### config.mk
export PLATFORM = sky130hd
export DESIGN_NAME = pc_fetch_unit
export DESIGN_NICKNAME = d
export VERILOG_FILES = /design/src/rtl/pc_fetch_unit_pkg.sv /design/src/rtl/pc_fetch_unit_pc_next_sel.sv /design/src/rtl/pc_fetch_unit.sv
export SDC_FILE = /design/constraint.sdc
export NUM_CORES = 1
export LEC_CHECK = 0
export ABC_AREA = 1
export CAP_MARGIN = 10
export CORE_ASPECT_RATIO = 2
export CORE_UTILIZATION = 44
export CTS_CLUSTER_DIAMETER = 150
export CTS_CLUSTER_SIZE = 14
export DETAILED_ROUTE_END_ITERATION = 12
export GPL_ROUTABILITY_DRIVEN = 0
export PLACE_DENSITY = 0.7
export SYNTH_ARGS = -nofsm -noshare
export SYNTH_HDL_FRONTEND = slang
export SYNTH_SLANG_ARGS = --single-unit
export TNS_END_PERCENT = 10
### constraint.sdc
create_clock -name in_clk -period 2.1 [get_ports in_clk]
set_clock_uncertainty 0.2 [all_clocks]
set_input_delay 0.42 -clock in_clk [delete_from_list [all_inputs] [get_ports in_clk]]
set_output_delay 0.42 -clock in_clk [all_outputs]
set_load 0.01 [all_outputs]
### src/rtl/pc_fetch_unit_pkg.sv
// Shared definitions for the IF stage: default vectors, FSM state encoding
// and a word-alignment helper.
package pc_fetch_unit_pkg;

  localparam logic [31:0] RESET_VEC_DEF = 32'hBFC0_0000;
  localparam logic [31:0] EXC_VEC_DEF   = 32'hBFC0_0380;

  typedef enum logic [1:0] {
    IF_IDLE    = 2'd0,
    IF_FETCH   = 2'd1,
    IF_HOLD    = 2'd2,
    IF_DISCARD = 2'd3
  } if_state_t;

  function automatic logic [31:0] word_align(input logic [31:0] addr);
    return {addr[31:2], 2'b00};
  endfunction

endpackage

### src/rtl/pc_fetch_unit_pc_next_sel.sv
// Combinational next-PC selection: exception vector beats branch target,
// which beats sequential pc+4 (taken only when the current fetch completes).
module pc_next_sel
  import pc_fetch_unit_pkg::*;
#(
  parameter logic [31:0] EXC_VEC = EXC_VEC_DEF
) (
  input  logic [31:0] pc,
  input  logic        exception,
  input  logic        branch,
  input  logic [31:0] branch_tgt,
  input  logic        ack,
  output logic        redir,
  output logic [31:0] redir_tgt,
  output logic [31:0] next_pc
);

  always_comb begin
    redir = exception | branch;
    if (exception) redir_tgt = EXC_VEC;
    else           redir_tgt = word_align(branch_tgt);
    if (redir)     next_pc = redir_tgt;
    else if (ack)  next_pc = pc + 32'd4;
    else           next_pc = pc;
  end

endmodule

### src/rtl/pc_fetch_unit.sv
// IF stage: owns the PC, runs the imem req/ack handshake and drives the
// IF/ID register, squashing the in-flight fetch on branch or exception.
module pc_fetch_unit
  import pc_fetch_unit_pkg::*;
#(
  parameter logic [31:0] RESET_VEC = RESET_VEC_DEF,
  parameter logic [31:0] EXC_VEC   = EXC_VEC_DEF
) (
  input  logic        in_clk,
  input  logic        in_rst_n,
  input  logic        in_branch,
  input  logic [31:0] in_branch_tgt,
  input  logic        in_exception,
  input  logic        in_stall,
  output logic        out_imem_req,
  output logic [31:0] out_imem_addr,
  input  logic        in_imem_ack,
  input  logic [31:0] in_imem_rdata,
  output logic        out_valid,
  output logic [31:0] out_inst,
  output logic [31:0] out_pc
);

  if_state_t   state;
  logic [31:0] pc;
  logic [31:0] pend_pc;
  logic        buf_valid;
  logic [31:0] buf_inst;
  logic [31:0] buf_pc;
  logic        redir;
  logic [31:0] redir_tgt;
  logic [31:0] next_pc;

  pc_next_sel #(.EXC_VEC(EXC_VEC)) u_next_sel (
    .pc         (pc),
    .exception  (in_exception),
    .branch     (in_branch),
    .branch_tgt (in_branch_tgt),
    .ack        (in_imem_ack),
    .redir      (redir),
    .redir_tgt  (redir_tgt),
    .next_pc    (next_pc)
  );

  // The fetch address is the PC itself; in DISCARD the PC is left untouched
  // so the abandoned request keeps a stable address until it is acked.
  assign out_imem_addr = pc;

  always_ff @(posedge in_clk or negedge in_rst_n) begin
    if (!in_rst_n) begin
      state        <= IF_IDLE;
      pc           <= RESET_VEC;
      pend_pc      <= 32'd0;
      out_imem_req <= 1'b0;
      out_valid    <= 1'b0;
      out_inst     <= 32'd0;
      out_pc       <= 32'd0;
      buf_valid    <= 1'b0;
      buf_inst     <= 32'd0;
      buf_pc       <= 32'd0;
    end else begin
      case (state)
        IF_IDLE: begin
          if (redir) begin
            pc        <= redir_tgt;
            out_valid <= 1'b0;
          end
          state        <= IF_FETCH;
          out_imem_req <= 1'b1;
        end
        IF_FETCH: begin
          if (in_imem_ack && !redir) begin
            pc <= next_pc;
            if (!in_stall || !out_valid) begin
              out_inst  <= in_imem_rdata;
              out_pc    <= pc;
              out_valid <= 1'b1;
            end else begin
              buf_inst  <= in_imem_rdata;
              buf_pc    <= pc;
              buf_valid <= 1'b1;
            end
            if (in_stall) begin
              state        <= IF_HOLD;
              out_imem_req <= 1'b0;
            end
          end else if (in_imem_ack && redir) begin
            pc        <= next_pc;
            out_valid <= 1'b0;
          end else if (redir) begin
            pend_pc   <= redir_tgt;
            out_valid <= 1'b0;
            state     <= IF_DISCARD;
          end
        end
        IF_HOLD: begin
          if (redir) begin
            pc           <= redir_tgt;
            out_valid    <= 1'b0;
            buf_valid    <= 1'b0;
            state        <= IF_FETCH;
            out_imem_req <= 1'b1;
          end else if (!in_stall) begin
            if (buf_valid) begin
              out_inst  <= buf_inst;
              out_pc    <= buf_pc;
              out_valid <= 1'b1;
              buf_valid <= 1'b0;
            end
            state        <= IF_FETCH;
            out_imem_req <= 1'b1;
          end
        end
        IF_DISCARD: begin
          // A newer redirect replaces the pending target, even on the ack cycle.
          if (redir) begin
            pend_pc <= redir_tgt;
            if (in_imem_ack) begin
              pc    <= redir_tgt;
              state <= IF_FETCH;
            end
          end else if (in_imem_ack) begin
            pc    <= pend_pc;
            state <= IF_FETCH;
          end
        end
        default: begin
          state        <= IF_IDLE;
          out_imem_req <= 1'b0;
        end
      endcase
    end
  end

endmodule

# --- Yosys cells after proc, flatten, opt, wreduce, memory -nomap -nowiden ---
# Cells that the tools add are included.
totals:
  rom_bits: 0
  word_cells: 105
  regBits: 197
  memories: 0
  in_bits: 70
  mem_bits_rw: 0
  latch_bits: 0
  out_inout_bits: 98
classes:
  n_reduce_logical: 19
  n_addsub: 1
  muxes: 52
  n_shift: 0
  n_eq_ne: 21
  bitwise_logic: 2
  n_mul: 0
  n_lt_le_gt_ge: 0
  div: 0
op_table:
  columns: ["operator", "count"]
  rows:
  - ["32-bit two-way mux", 22]
  - ["32-bit one-hot mux with 2 select lines", 3]
  - ["32-bit one-hot mux with 3 select lines", 1]
  - ["32-bit by 3-bit adder with 32-bit output, second input constant", 1]
  - ["3-bit != test, second input constant", 7]
  - ["2-bit != test, second input constant", 10]
  - ["1-bit two-way mux", 15]
  - ["2-bit two-way mux", 7]
  - ["4-bit AND reduction", 3]
  - ["3-bit AND reduction", 3]
  - ["2-bit one-hot mux with 4 select lines", 1]
  - ["1-bit one-hot mux with 3 select lines", 2]
  - ["6-bit AND reduction", 1]
  - ["5-bit AND reduction", 1]
  - ["2-bit == test, second input constant", 2]
  - ["2-bit nonzero test", 2]
  - ["1-bit zero test", 3]
  - ["3-bit nonzero test", 1]
  - ["2-bit by 1-bit == test with 1-bit output, second input constant", 1]
  - ["1-bit logical AND", 2]
  - ["2-bit zero test", 1]
  - ["2-bit by 1-bit != test with 1-bit output, second input constant", 1]
  - ["1-bit one-hot mux with 2 select lines", 1]
  - ["2-bit OR reduction", 1]
  - ["3 further kinds", 3]

# --- Longest topological paths before layout ---
logic_depth:
  depth_word: 6
  depth_mapped: 12
  ltp_nobuf: 12

# --- By module ---
# Synthesis repeated with hierarchy kept, for this count alone.
hier_totals:
  hier_cells: 1701
  area_unflattened_um2: 11882.6
by_module_without_submodules:
  columns: ["mod", "area_per_inst_um2", "n_inst", "cells_per_inst", "seq_area_each_um2"]
  rows:
  - ["pc_fetch_unit", 10349.9, 1, 1390, 4941.0]
  - ["pc_next_sel", 1532.7, 1, 311, 0.0]

# --- Least setup slack after synthesis ---
# No wires, ideal clock.
synth_path:
  path_type: "reg2reg"
  from: "register state[0]"
  to: "register pc[6], in the netlist out_imem_addr[6]"
  t_arrival_ns: 1.663
  period_less_slack_ns: 1.983
  required_time_ns: 1.780
  path_stages_with_launch: 13
  setup_time_ns: 0.120
  n_path_buf: 2
  path_slack_ns: 0.117
  cell_sequence: "dfrtp_1 inv_1 ha_1 inv_1 nand2_1 buf_2 nand2_1 buf_2 o22ai_1 a31oi_1 nand3_1 o21ai_0 inv_1"
synth_between:
  elab_chain_cells: 4
  elab_cells_between_ends: 10
  classes_between: "6 x eq/ne; 1 x mux; 3 x reduce/logical"
synth_rtl:
  columns: ["item", "line_no", "source"]
  rows:
  - ["start, declared", "pc_fetch_unit.sv:24", "if_state_t state;"]
  - ["start signal, assigned", "pc_fetch_unit.sv:51", "state <= IF_IDLE;"]
  - ["start signal, assigned", "pc_fetch_unit.sv:68", "state <= IF_FETCH;"]
  - ["start signal, assigned", "pc_fetch_unit.sv:84", "state <= IF_HOLD;"]
  - ["2-bit == test / 2-bit zero test (equally long branches)", "pc_fetch_unit.sv:62", "case (state)"]
  - ["2-bit OR reduction (no line)", null, null]
  - ["2-bit by 1-bit != test with 1-bit output (no line)", null, null]
  - ["3-bit AND reduction (no line)", null, null]
  - ["end signal, assigned", "pc_fetch_unit.sv:65", "pc <= redir_tgt;"]
  - ["end signal, assigned", "pc_fetch_unit.sv:73", "pc <= next_pc;"]
  - ["end signal, assigned", "pc_fetch_unit.sv:88", "pc <= next_pc;"]
  - ["end, declared", "pc_fetch_unit.sv:25", "logic [31:0] pc;"]
# Several ways; a longest one is shown, not always the timed one.
# A chain may end at the register's enable or synchronous reset.

# --- Worst setup path after layout ---
layout_path:
  from: "register state[0]"
  to: "register out_inst[3]"
layout_between:
  elab_chain_cells: 3
  elab_cells_between_ends: 10
  classes_between: "7 x eq/ne; 1 x mux; 2 x reduce/logical"
layout_rtl:
  columns: ["item", "line_no", "source"]
  rows:
  - ["2-bit by 1-bit == test with 1-bit output / 2-bit == test (equally long branches)", "pc_fetch_unit.sv:62", null]
  - ["2-bit != test (no line) / 2-bit nonzero test (equally long branches)", null, null]
  - ["6-bit AND reduction (no line)", null, null]
  - ["end signal, assigned", "pc_fetch_unit.sv:75", "out_inst <= in_imem_rdata;"]
  - ["end signal, assigned", "pc_fetch_unit.sv:105", "out_inst <= buf_inst;"]
  - ["end, declared", "pc_fetch_unit.sv:20", "output logic [31:0] out_inst,"]
# Several ways; a longest one is shown, not always the timed one.

==> flow_metrics.tcl <==
set metrics [dict create \
    crit_required_ns 2.27 \
    hold_viol_final 0 \
    outcome "finished, final reports clean" \
    clkSlewWorstSetupHoldPaths_ns 0.07 \
    areaGrowthSynthToFinish_pct 37.5 \
    yosysMostFrequentCell "nand2_1" \
    yosys_register_bits 197 \
    synth_nets 1383 \
    max-slew-margin-rel_pct 72.7 \
    use_met3_pct 3.80 \
    place_hpwl_um 21000 \
    cellPowerDensity_nw_per_um2 1490 \
    viasPerCell 5.11 \
    overflow 0 \
    peakVddDrop_mv 0.965 \
    crit_chain "inv_2 -> ha_4 -> inv_4 -> buf_6 -> nor2_4 -> a32oi_2 -> nor2_4 -> buf_12 -> clkbuf_16 -> nor2_1 -> a21oi_1" \
    crit_type "register to register" \
    cpMostUsedCell "nor2_4" \
    tns_ns 0 \
    grt_usage_pct 24.6 \
    syn_inst 1308 \
    finalCriticalPeriod_ns 2.08 \
    yosys.area.top_type "dfrtp_1" \
    setup_viol 0 \
    max_stage_delay_ns 0.40 \
    vias 9555 \
    slew_violations 0 \
    antenna_found_initial 0 \
    ctsHtreeMaxLevel 4 \
    nets 1652 \
    rsz0062_at_grt "true" \
    synthesis.area_um2 10300 \
    drt-pass1-iter-count 5 \
    route.detailed.drc 0 \
    grt_max_degree 60 \
    yosysTopAreaCellShare_pct 45.9 \
    io_pins 168 \
    row_count 78 \
    n_fill_cell 2028 \
    worst_r2r_endpoint "out_inst[3]" \
    die_area_um2 24000 \
    grt.met2_usage_pct 44.2 \
    fin_area_um2 14100 \
    crit_arrival_ns 2.25 \
    synth_cell_types 38 \
    cts_buffer_depth 2 \
    synth_ff_type "dfrtp_1" \
    hp-class "primary input to asynchronous set/reset pin" \
    power_mw 21.0 \
    syn_avg_cell_area_um2 7.84 \
    clock_sinks 197 \
    final.period_utilization_pct 99.0 \
    rr_worst_depth 11 \
    final_util_pct 62.0 \
    cts_tree "yes" \
    dpl_cell_area_um2 13100 \
    core_um2 22700 \
    numCtsBuffers 17 \
    met1_usage_pct 27.5 \
    synth_area_leaders "dfrtp_1 (46%), nand2_1 (9.0%), nor2_1 (8.1%), o21ai_0 (6.1%), a21oi_1 (5.4%)" \
    final_antenna_net_count 0 \
    max_cap_violations 0 \
    initial_core_util_pct 45.1 \
    drive_gt1_share_pct 20.5 \
    ys_seq_area_share_pct 48.2 \
    cp-end-kind "register" \
    grt_pass1_vias 9285 \
    die_x_um 110 \
    worst_pin_slew_ns 0.409 \
    fmax_ghz 0.481 \
    synthArstFlopShare_pct 100 \
    hold_slack_ns 0.231 \
    crit_path_start_kind "register" \
    grt_pass1_wl_um 45200 \
    post_drt_wl_per_cell_um 15.2 \
    rr_startpoint "state[0]" \
    p_leak_nw 6.57 \
    ys_warn_count 0 \
    io_buffers 165 \
    drt_iter0_drc 527 \
    finalWirelength_um 28500 \
    path_max_fanout 8 \
    path_delay_family "buffers and inverters" \
    cts_root_buffer "clkbuf_16" \
    synth_edf_count 0 \
    synth_common_cells "nand2_1 (246), nor2_1 (220), dfrtp_1 (188), o21ai_0 (124), inv_1 (119)" \
    die_y_um 218 \
    crit_buf_inv 5 \
    r2r_slack_ns 0.02 \
    diodes 0 \
    busiest_layer "met2" \
    clk_latency_ns 0.44 \
    cpMaxStageDelayCell "dfrtp_1" \
]
kinds of logic (layout without fill, tap and decap cells):
family	count (synthesis)	in the layout	share of synthesized area, %
and+or+nand+nor	551	551	21.7
AOI/OAI and AO/OA	350	350	20.1
buffers and inverters	199	481	8.84
DFF	197	197	48.2
xor gates and xnor gates	6	6	0.513
adders and majority gates	5	5	0.610
repair_timing:
item | CTS | global route
endpoints found under the hold margin | 46 | 0
hold buffers | 1 | 0
pin swaps | 1 | 8
resized for setup | 31 | 67
setup endpoints to repair | 60 | 98
buffers inserted | 0 | 6
gates cloned | 0 | 5
worst register-to-register path: cells and delay by family (launching register included):
kind | cells | cell delay (ns)
and+or+nand+nor | 3 | 0.39
AOI/OAI and AO/OA | 2 | 0.24
DFF | 1 | 0.40
buffers and inverters | 5 | 0.63
adders and majority gates | 1 | 0.15
metrics by stage:
step,instances,setup WS [ns]
after floorplan,1308,0.117
after global placement,1826,-0.282
after detailed placement,1826,-0.330
after CTS,1859,-0.0254
after global routing,1870,-0.0808
final,1870,0.0212
flip-flops by register name (all words and copies together), names as in the netlist:
register,count
out_imem_req,1
out_imem_addr,32
buf_valid,1
out_pc,32
out_inst,32
pend_pc,32
buf_inst,32
out_valid,1
state,2
buf_pc,32
routing by layer:
| metal | part of all wire [%] | vias up | wire length (um) |
|---|---|---|---|
| met2 | 54 | 273 | 15300 |
| met5 | 0 | - | 0 |
| met4 | 4.2 | 0 | 1200 |
| met3 | 4.4 | 60 | 1240 |
| met1 | 38 | 4435 | 10800 |
| li1 | - | 4787 | - |
power by group:
part           internal, mW  leakage, nW  switching (mW)
combinational          5.16         3.92            5.68
clock                  1.83        0.285            1.47
sequential             5.67         2.37            1.18
how the worst max path moves through the flow:
stage,cells past startpoint,end,start
5_1_grt,11,out_pc[27],state[0]
3_5_place_dp,11,out_inst[1],in_exception
2_1_floorplan,12,out_imem_addr[6],state[0]
6_report,11,out_inst[3],state[0]
4_1_cts,1,out_imem_addr[20],out_imem_addr[20]
3_3_place_gp,11,out_inst[2],in_exception
cell type report:
cell class / count / area, um^2 / share of cell area [%]
timing repair buffer: 326 / 3190 / 22.6
inverter: 123 / 467 / 3.31
multi-input combinational: 912 / 4550 / 32.3
clock buffer: 22 / 464 / 3.29
sequential: 197 / 4960 / 35.1
tap: 280 / 350 / 2.48
clock inverter: 10 / 121 / 0.861
layout by cell type (no fill, tap or decap), drive strengths merged, types with 6 or more instances in the layout:
| master | count |
|---|---|
| nand2 | 251 |
| nor2 | 235 |
| dfrtp | 188 |
| a21oi | 167 |
| buf | 155 |
| clkdlybuf4s50 | 141 |
| o21ai | 132 |
| inv | 125 |
| nand3 | 51 |
| o22ai | 28 |
| clkbuf | 28 |
| dlygate4sd2 | 16 |
| nor3 | 10 |
| dfstp | 9 |
| dlymetal6s2s | 7 |
| a31oi | 7 |
| xor2 | 6 |
| a32oi | 6 |
Power figures use the tool's default switching activity.
